File: config.mk
export PLATFORM = sky130hd
export DESIGN_NAME = wbs_decoder
export DESIGN_NICKNAME = d
export VERILOG_FILES = /design/src/rtl/wbs_decoder.sv
export SDC_FILE = /design/constraint.sdc
export NUM_CORES = 1
export LEC_CHECK = 0
export CAP_MARGIN = 5
export CORE_ASPECT_RATIO = 0.6
export CORE_MARGIN = 2
export CORE_UTILIZATION = 39
export CTS_BUF_LIST = sky130_fd_sc_hd__clkbuf_16
export DETAILED_ROUTE_END_ITERATION = 8
export PLACE_DENSITY = 0.8
export SLEW_MARGIN = 20
export SYNTH_ARGS = -nofsm -noshare
export SYNTH_HDL_FRONTEND = slang
export SYNTH_SLANG_ARGS = --single-unit
File: constraint.sdc
create_clock -name wb_clk_i -period 2.8 [get_ports wb_clk_i]
set_input_delay 0.56 -clock wb_clk_i [delete_from_list [all_inputs] [get_ports wb_clk_i]]
set_output_delay 0.56 -clock wb_clk_i [all_outputs]
set_load 0.005 [all_outputs]
File: src/rtl/wbs_decoder.sv
// Single-master to multi-slave Wishbone fan-out: decodes the address against
// per-slave inclusive ranges, holds the chosen slave's strobe until it responds
// or times out, and returns a one-cycle registered ack/err.
module wbs_decoder #(
    parameter int                          NUM_SLAVES      = 4,
    parameter logic [32*NUM_SLAVES-1:0]    SLAVE_BASE      = {32'h0003_0000, 32'h0002_0000,
                                                              32'h0001_0000, 32'h0000_0000},
    parameter logic [32*NUM_SLAVES-1:0]    SLAVE_HIGH      = {32'h0003_FFFF, 32'h0002_FFFF,
                                                              32'h0001_FFFF, 32'h0000_FFFF},
    parameter int                          TIMEOUT         = 1024,
    parameter int                          NUM_SLAVES_BITS = (NUM_SLAVES > 1) ? $clog2(NUM_SLAVES) : 1
) (
    input  logic                         wb_clk_i,
    input  logic                         wb_rst_ni,
    input  logic                         wbm_cyc_i,
    input  logic                         wbm_stb_i,
    input  logic                         wbm_we_i,
    input  logic [1:0]                   wbm_sel_i,
    input  logic [31:0]                  wbm_adr_i,
    input  logic [15:0]                  wbm_dat_i,
    output logic [15:0]                  wbm_dat_o,
    output logic                         wbm_ack_o,
    output logic                         wbm_err_o,
    output logic [NUM_SLAVES-1:0]        wbs_cyc_o,
    output logic [NUM_SLAVES-1:0]        wbs_stb_o,
    output logic                         wbs_we_o,
    output logic [1:0]                   wbs_sel_o,
    output logic [31:0]                  wbs_adr_o,
    output logic [15:0]                  wbs_dat_o,
    input  logic [16*NUM_SLAVES-1:0]     wbs_dat_i,
    input  logic [NUM_SLAVES-1:0]        wbs_ack_i,
    input  logic [NUM_SLAVES-1:0]        wbs_err_i,
    output logic [NUM_SLAVES_BITS-1:0]   wbs_id,
    output logic                         timeout_o
);

    localparam int CNT_W = $clog2(TIMEOUT);

    typedef enum logic [1:0] {
        ST_IDLE,
        ST_ACTIVE,
        ST_RESP
    } state_t;

    state_t                state, next_state;
    logic [CNT_W-1:0]      cnt;
    logic                  hit;
    logic [NUM_SLAVES_BITS-1:0] hit_id;
    logic                  sel_ack, sel_err;
    logic [15:0]           sel_dat;
    logic                  do_accept, do_ack, do_err, do_timeout;

    // Scan from the top down so the lowest matching index overrides the rest.
    // NOTE: every combinational output gets a default first so no path leaves it unassigned (no latch).
    always_comb begin
        hit    = 1'b0;
        hit_id = '0;
        for (int i = NUM_SLAVES - 1; i >= 0; i--) begin
            if (wbm_adr_i >= SLAVE_BASE[32*i +: 32] && wbm_adr_i <= SLAVE_HIGH[32*i +: 32]) begin
                hit    = 1'b1;
                hit_id = NUM_SLAVES_BITS'(i);
            end
        end
    end

    always_comb begin
        sel_ack = 1'b0;
        sel_err = 1'b0;
        sel_dat = '0;
        for (int i = 0; i < NUM_SLAVES; i++) begin
            if (wbs_id == NUM_SLAVES_BITS'(i)) begin
                sel_ack = wbs_ack_i[i];
                sel_err = wbs_err_i[i];
                sel_dat = wbs_dat_i[16*i +: 16];
            end
        end
    end

    // NOTE: sequential state uses non-blocking assignments so all flops update together at the edge.
    always_ff @(posedge wb_clk_i or negedge wb_rst_ni) begin
        if (!wb_rst_ni) state <= ST_IDLE;
        else            state <= next_state;
    end

    always_comb begin
        next_state = state;
        do_accept  = 1'b0;
        do_ack     = 1'b0;
        do_err     = 1'b0;
        do_timeout = 1'b0;
        unique case (state)
            ST_IDLE: begin
                if (wbm_cyc_i && wbm_stb_i) begin
                    do_accept = 1'b1;
                    if (hit) begin
                        next_state = ST_ACTIVE;
                    end else begin
                        do_err     = 1'b1;
                        next_state = ST_RESP;
                    end
                end
            end
            ST_ACTIVE: begin
                // err beats ack, and any response beats the timeout on the same edge.
                if (sel_err) begin
                    do_err     = 1'b1;
                    next_state = ST_RESP;
                end else if (sel_ack) begin
                    do_ack     = 1'b1;
                    next_state = ST_RESP;
                end else if (cnt == CNT_W'(TIMEOUT - 1)) begin
                    do_err     = 1'b1;
                    do_timeout = 1'b1;
                    next_state = ST_RESP;
                end
            end
            ST_RESP: next_state = ST_IDLE;
            default: next_state = ST_IDLE;
        endcase
    end

    always_ff @(posedge wb_clk_i or negedge wb_rst_ni) begin
        if (!wb_rst_ni) begin
            wbm_ack_o <= 1'b0;
            wbm_err_o <= 1'b0;
            timeout_o <= 1'b0;
            wbm_dat_o <= '0;
            wbs_we_o  <= 1'b0;
            wbs_sel_o <= '0;
            wbs_adr_o <= '0;
            wbs_dat_o <= '0;
            wbs_id    <= '0;
            cnt       <= '0;
        end else begin
            wbm_ack_o <= do_ack;
            wbm_err_o <= do_err;
            timeout_o <= do_timeout;
            if (do_accept) begin
                wbs_we_o  <= wbm_we_i;
                wbs_sel_o <= wbm_sel_i;
                wbs_adr_o <= wbm_adr_i;
                wbs_dat_o <= wbm_dat_i;
                if (hit) begin
                    wbs_id <= hit_id;
                    cnt    <= '0;
                end
            end
            if (state == ST_ACTIVE) cnt <= cnt + CNT_W'(1);
            if (do_ack)             wbm_dat_o <= sel_dat;
        end
    end

    // Strobes decode straight from state so an asynchronous reset drops them at once.
    always_comb begin
        wbs_cyc_o = '0;
        if (state == ST_ACTIVE) wbs_cyc_o[wbs_id] = 1'b1;
    end

    assign wbs_stb_o = wbs_cyc_o;

endmodule

Word level (Yosys, flattened, before mapping)
Cells that the tools add are included.
{ "totals": {"register_bits": 84, "input_bits": 127, "out_inout_bits": 80, "wordCells": 87} }
{ "classes": {"eq_ne": 7, "n_reduce_logical": 13, "muxes": 45, "n_lt_le_gt_ge": 10, "addsub": 1} }
{ "ops": {"columns": ["op", "count"], "rows": [
  ["$ge 32x18->1 const B", 2],
  ["$le 32x18->1 const B", 2],
  ["$mux 16", 4],
  ["$ge 32x1->1 const B", 1],
  ["$ge 32x17->1 const B", 1],
  ["$le 32x16->1 const B", 1],
  ["$le 32x17->1 const B", 1],
  ["$mux 10", 3],
  ["$mux 1", 25],
  ["$mux 2", 9],
  ["$add 10x1->10 const B", 1],
  ["$eq 10x10->1 const B", 1],
  ["$logic_and 1x1->1", 6],
  ["$reduce_and 2->1", 3],
  ["$eq 2x1->1 const B", 2],
  ["$eq 2x2->1 const B", 2],
  ["$logic_not 2->1", 2],
  ["$mux 4", 1],
  ["$ne 4x4->1 const B", 1],
  ["$pmux 2 s2", 1],
  ["$reduce_bool 2->1", 2],
  ["$lt 2x3->1 const B", 1],
  ["$demux 1 s2", 1],
  ["$ge 2x1->1 const B", 1],
  ["2 further kinds", 2]
]} }

Longest topological paths before layout
{ "logic_depth": {"depth_word": 9, "mapped_depth": 6, "mapped_depth_nobuf": 5} }

Worst setup path before layout
Ideal clock, no wire load.
{ "synth_path": {"kind": "input port to flip-flop", "from": "input port wbs_err_i[3]", "to": "register wbm_dat_o[0]", "required_time_ns": 2.675, "n_path_buf": 1, "path_stages": 4, "arrival_ns": 1.925, "path_slack_ns": 0.750, "setup_ns": 0.125, "cell_sequence": "mux4_2 -> nor3b_4 -> buf_12 -> mux2_4"} }
{ "synth_between": {"elab_chain_len": 3} }
{ "synth_lines": {"columns": ["element", "line", "rtl"], "rows": [
  ["from (decl)", "32", "input logic [NUM_SLAVES-1:0] wbs_err_i,"],
  ["$mux 1", "71", "if (wbs_id == NUM_SLAVES_BITS'(i)) begin"],
  ["$mux 1", "105", "if (sel_err) begin"],
  ["$mux 1", "91", "unique case (state)"],
  ["net do_ack", "51", "logic do_accept, do_ack, do_err, do_timeout;"],
  ["to (signal assigned)", "149", "if (do_ack) wbm_dat_o <= sel_dat;"],
  ["to (decl)", "21", "output logic [15:0] wbm_dat_o,"]
]} }
The timed path passes the listed nets, and every way through them passes these cells.
A chain may end at the register's enable or synchronous reset.

Final worst setup path
{ "layout_path": {"from": "register wbs_id[0]", "to": "output port wbs_id[0]"} }
{ "layout_lines": {"columns": ["element", "line", "rtl"], "rows": [
  ["from (decl)", "33", "output logic [NUM_SLAVES_BITS-1:0] wbs_id,"],
  ["from (signal assigned)", "144", "wbs_id <= hit_id;"]
]} }
No word-level cell between the ends.

==> summary.txt <==
Status - complete, no violations
Min-Delay Path Class - in -> async
Reg2Reg Depth - 4
Total internal power - 2.352 mW
PostCTS Resize Cnt - 0
Number of diodes - 0
Clock Skew - 0.002387 ns
Reg2Reg Setup Slack - 0.50 ns
Worst-margin pin slew - 0.7640 ns
GRT overflow - 0
Busiest grt layer - met2
Post-synthesis sequential area ratio - 0.5433
Post-Syn Area per Cell - 10.48 µm²
Clk sinks - 84
CP max-delay cell - dfrtp_1
DIE HEIGHT - 81.15 µm
First-pass GRT wire length - 17640 µm
Worst hold margin - 0.2581 ns
Area of the mapped netlist - 0.003869 mm²
CP Depth - 2
Routed vias - 3445
Largest net degree at the start of global routing - 85
Setup TNS - 0 ns
F_max - 0.4003 GHz
Yosys warnings - 0
Max-slew violations - 0
Setup WS post-layout - 0.3020 ns
Die X - 132.6 µm
Root buffer cell - clkbuf_16
Worst path top cell family by delay - buffers and inverters
Finish-stage setup viols - 0
Layout net count - 699
Pre-CTS WS - 0.2556 ns
DRC - 0
Vias in the first global route - 3470
Register Area - 0.002102 mm²
Met1 Track Usage GR - 0.2781
Fill count - 797
Yosys top cell area share - 0.5433
GR Util met3 - 0.07990
Crit path from - wbs_id[0]
Clock latency on the worst-skew pair - 0.33 ns
Setup bufs post-CTS - 0
I/O Pins - 207
Multi-input gate area - 0.001629 mm²
Sequential share of power - 0.455
WS Path Type - reg -> out
Count of cell types in the netlist - 33
Psw - 737.7 µW
Fraction of layout instances using a drive strength above 1 - 0.1096
Synth area leader - dfrtp_1
Synth area leaders - dfrtp_1 54%, nand2_1 16%, mux4_2 10%
Setup crit start kind - flip-flop
Setup crit end - wbs_id[0]
ANT nets after route - 0
Post-Route WL - 10980 µm
Slowest cell delay on critical path - 0.67 ns
Max Cap Viol - 0
Setup repair after global routing missed its margin - no
Final worst-path cycle share - 0.8921
Critical Path RT - 2.24 ns
DRT Pass-1 Iters - 4
Drt wl/cell - 15.47 µm
Cells after Synth - 369
Combinational power share - 0.209
Initial antenna violation count - 0
Met2 Track Usage GR - 0.3321
HPWL Detailed - 8367 µm
I/O Buffers - 206
Power Density - 489.5 mW/mm²
Layout area overhead - 63.16%
# rows - 28
Syn Nets - 497
Final Critical Period - 2.498 ns
Vias per cell - 4.852
Number of buffers created by CTS - 9
Lkg Pwr - 2.823 nW
Worst Path Arrival - 1.94 ns
RePlAce Congestion - 0.8279
Worst Setup End Kind - primary output
CTS tree - yes
WP buf/inv - 2
Worst R2R End - wbm_dat_o[10]
Clk slew on worst S/H paths - 0.06 ns
DIE AREA - 0.01076 mm²
Crit-path cells - buf_4 -> clkdlybuf4s50_1
Initial core utilization - 0.3972
H-tree lvl count - 3
Iteration-0 DRC Markers - 137
FF-to-FF Start - wbs_id[0]
Maximum clock path buffer count - 2
# hold bufs at CTS - 0
Sw frac - 0.2388
Gr usage total - 0.2119
VDD IR-drop max - 345.4 µV
Core area - 0.009739 mm²
Part of the power in the clock network - 0.336
Crit-path max FO - 14
FF+latch count, synth - 84
Max transition margin - 0.4907
Fin. Hold Viols - 0
[per-layer routing]
layer  part of all wire  vias up
met3              0.087       12
met5                  0        -
met1               0.44     1665
met2               0.47      130
li1                   -     1638
met4              0.010        0
[logic make-up (layout without fill, tap and decap cells)]
logic type	after synthesis	in the layout	share of synthesized area
AOI/OAI and AO/OA	15	15	0.02523
muxes	37	37	0.1685
buffers and inverters	28	234	0.03719
and+or+nand+nor	203	203	0.2202
xor gates and xnor gates	1	1	0.002264
adders and majority gates	1	1	0.003234
DFF	84	84	0.5433
[placed cells by master (no fill, tap or decap), drive strengths merged, types with 2 or more instances in the layout]
cell type,netlist,final
clkbuf,16,9
and3,2,2
clkdlybuf4s50,0,205
dfrtp,84,84
mux2,18,18
buf,7,9
clkinv,0,4
inv,5,5
mux4,18,18
nand4,4,4
nor3,5,5
nand2,162,162
nor2b,2,2
nor4,3,3
o21ai,5,5
nor2,9,9
and4,2,2
clkinvlp,0,2
nand3,5,5
o211ai,7,7
or3,4,4
[area by class of cell]
class,instances,share of cell area
sequential,84,0.3330
clock inverter,6,0.005154
clock buffer,9,0.03568
multi-input combinational,257,0.2581
timing repair buffer,214,0.3384
inverter,5,0.002973
tap,135,0.02676
[state kept, by name, indices dropped and copies added (netlist names)]
name and count:
wbs_adr_o 32, wbm_dat_o 16, wbs_dat_o 16, cnt 10, state 2, wbs_id 2, wbs_sel_o 2, timeout_o 1
wbm_ack_o 1, wbm_err_o 1, wbs_we_o 1
[power by group through the flow]
stage | Clock (mW) | Combinational [mW] | Sequential [mW]
2_1_floorplan | 0 | 0.146 | 1.43
3_3_place_gp | 0 | 0.644 | 1.42
3_5_place_dp | 0 | 0.654 | 1.42
4_1_cts | 1.07 | 0.658 | 1.41
5_1_grt | 1.11 | 0.709 | 1.42
6_report | 1.04 | 0.647 | 1.41
[synthesized netlist by cell type]
library cell	n
inv_1	5
xor2_1	1
and4_1	2
nor2b_1	2
or2_2	1
a21oi_1	1
or3_1	4
ha_1	1
mux2_2	9
or4b_2	1
o211ai_1	7
mux4_2	18
nor3_1	5
mux2_4	9
nor3b_4	1
o31ai_1	1
nor2_1	9
nand2_1	162
a22oi_1	1
and3_1	2
or4_1	1
buf_1	1
mux2i_1	1
clkbuf_1	16
nand2b_1	1
buf_4	4
dfrtp_1	84
buf_12	1
nand3_1	5
o21ai_0	5
nor4_1	3
buf_6	1
nand4_1	4
[metrics by stage]
step	util	total power, mW	area (µm²)	instances
after floorplan	-	1.576	3869	369
after global placement	0.6213	2.061	6051	695
after detailed placement	0.6213	2.078	6051	695
after CTS	0.6477	3.133	6309	710
after global routing	0.6481	3.242	6312	710
final	0.6481	3.090	6312	710
[worst min path at each step]
stage / cells after the start / to / startpoint
final: 1 / wbs_dat_o[8] / wb_rst_ni
after global routing: 1 / wbs_dat_o[8] / wb_rst_ni
after CTS: 1 / wbs_dat_o[8] / wb_rst_ni
after detailed placement: 2 / wbs_dat_o[1] / wbs_dat_o[1]
after global placement: 2 / wbs_dat_o[3] / wbs_dat_o[3]
after floorplan: 0 / cnt[0] / wb_rst_ni
Power figures use the tool's default switching activity.
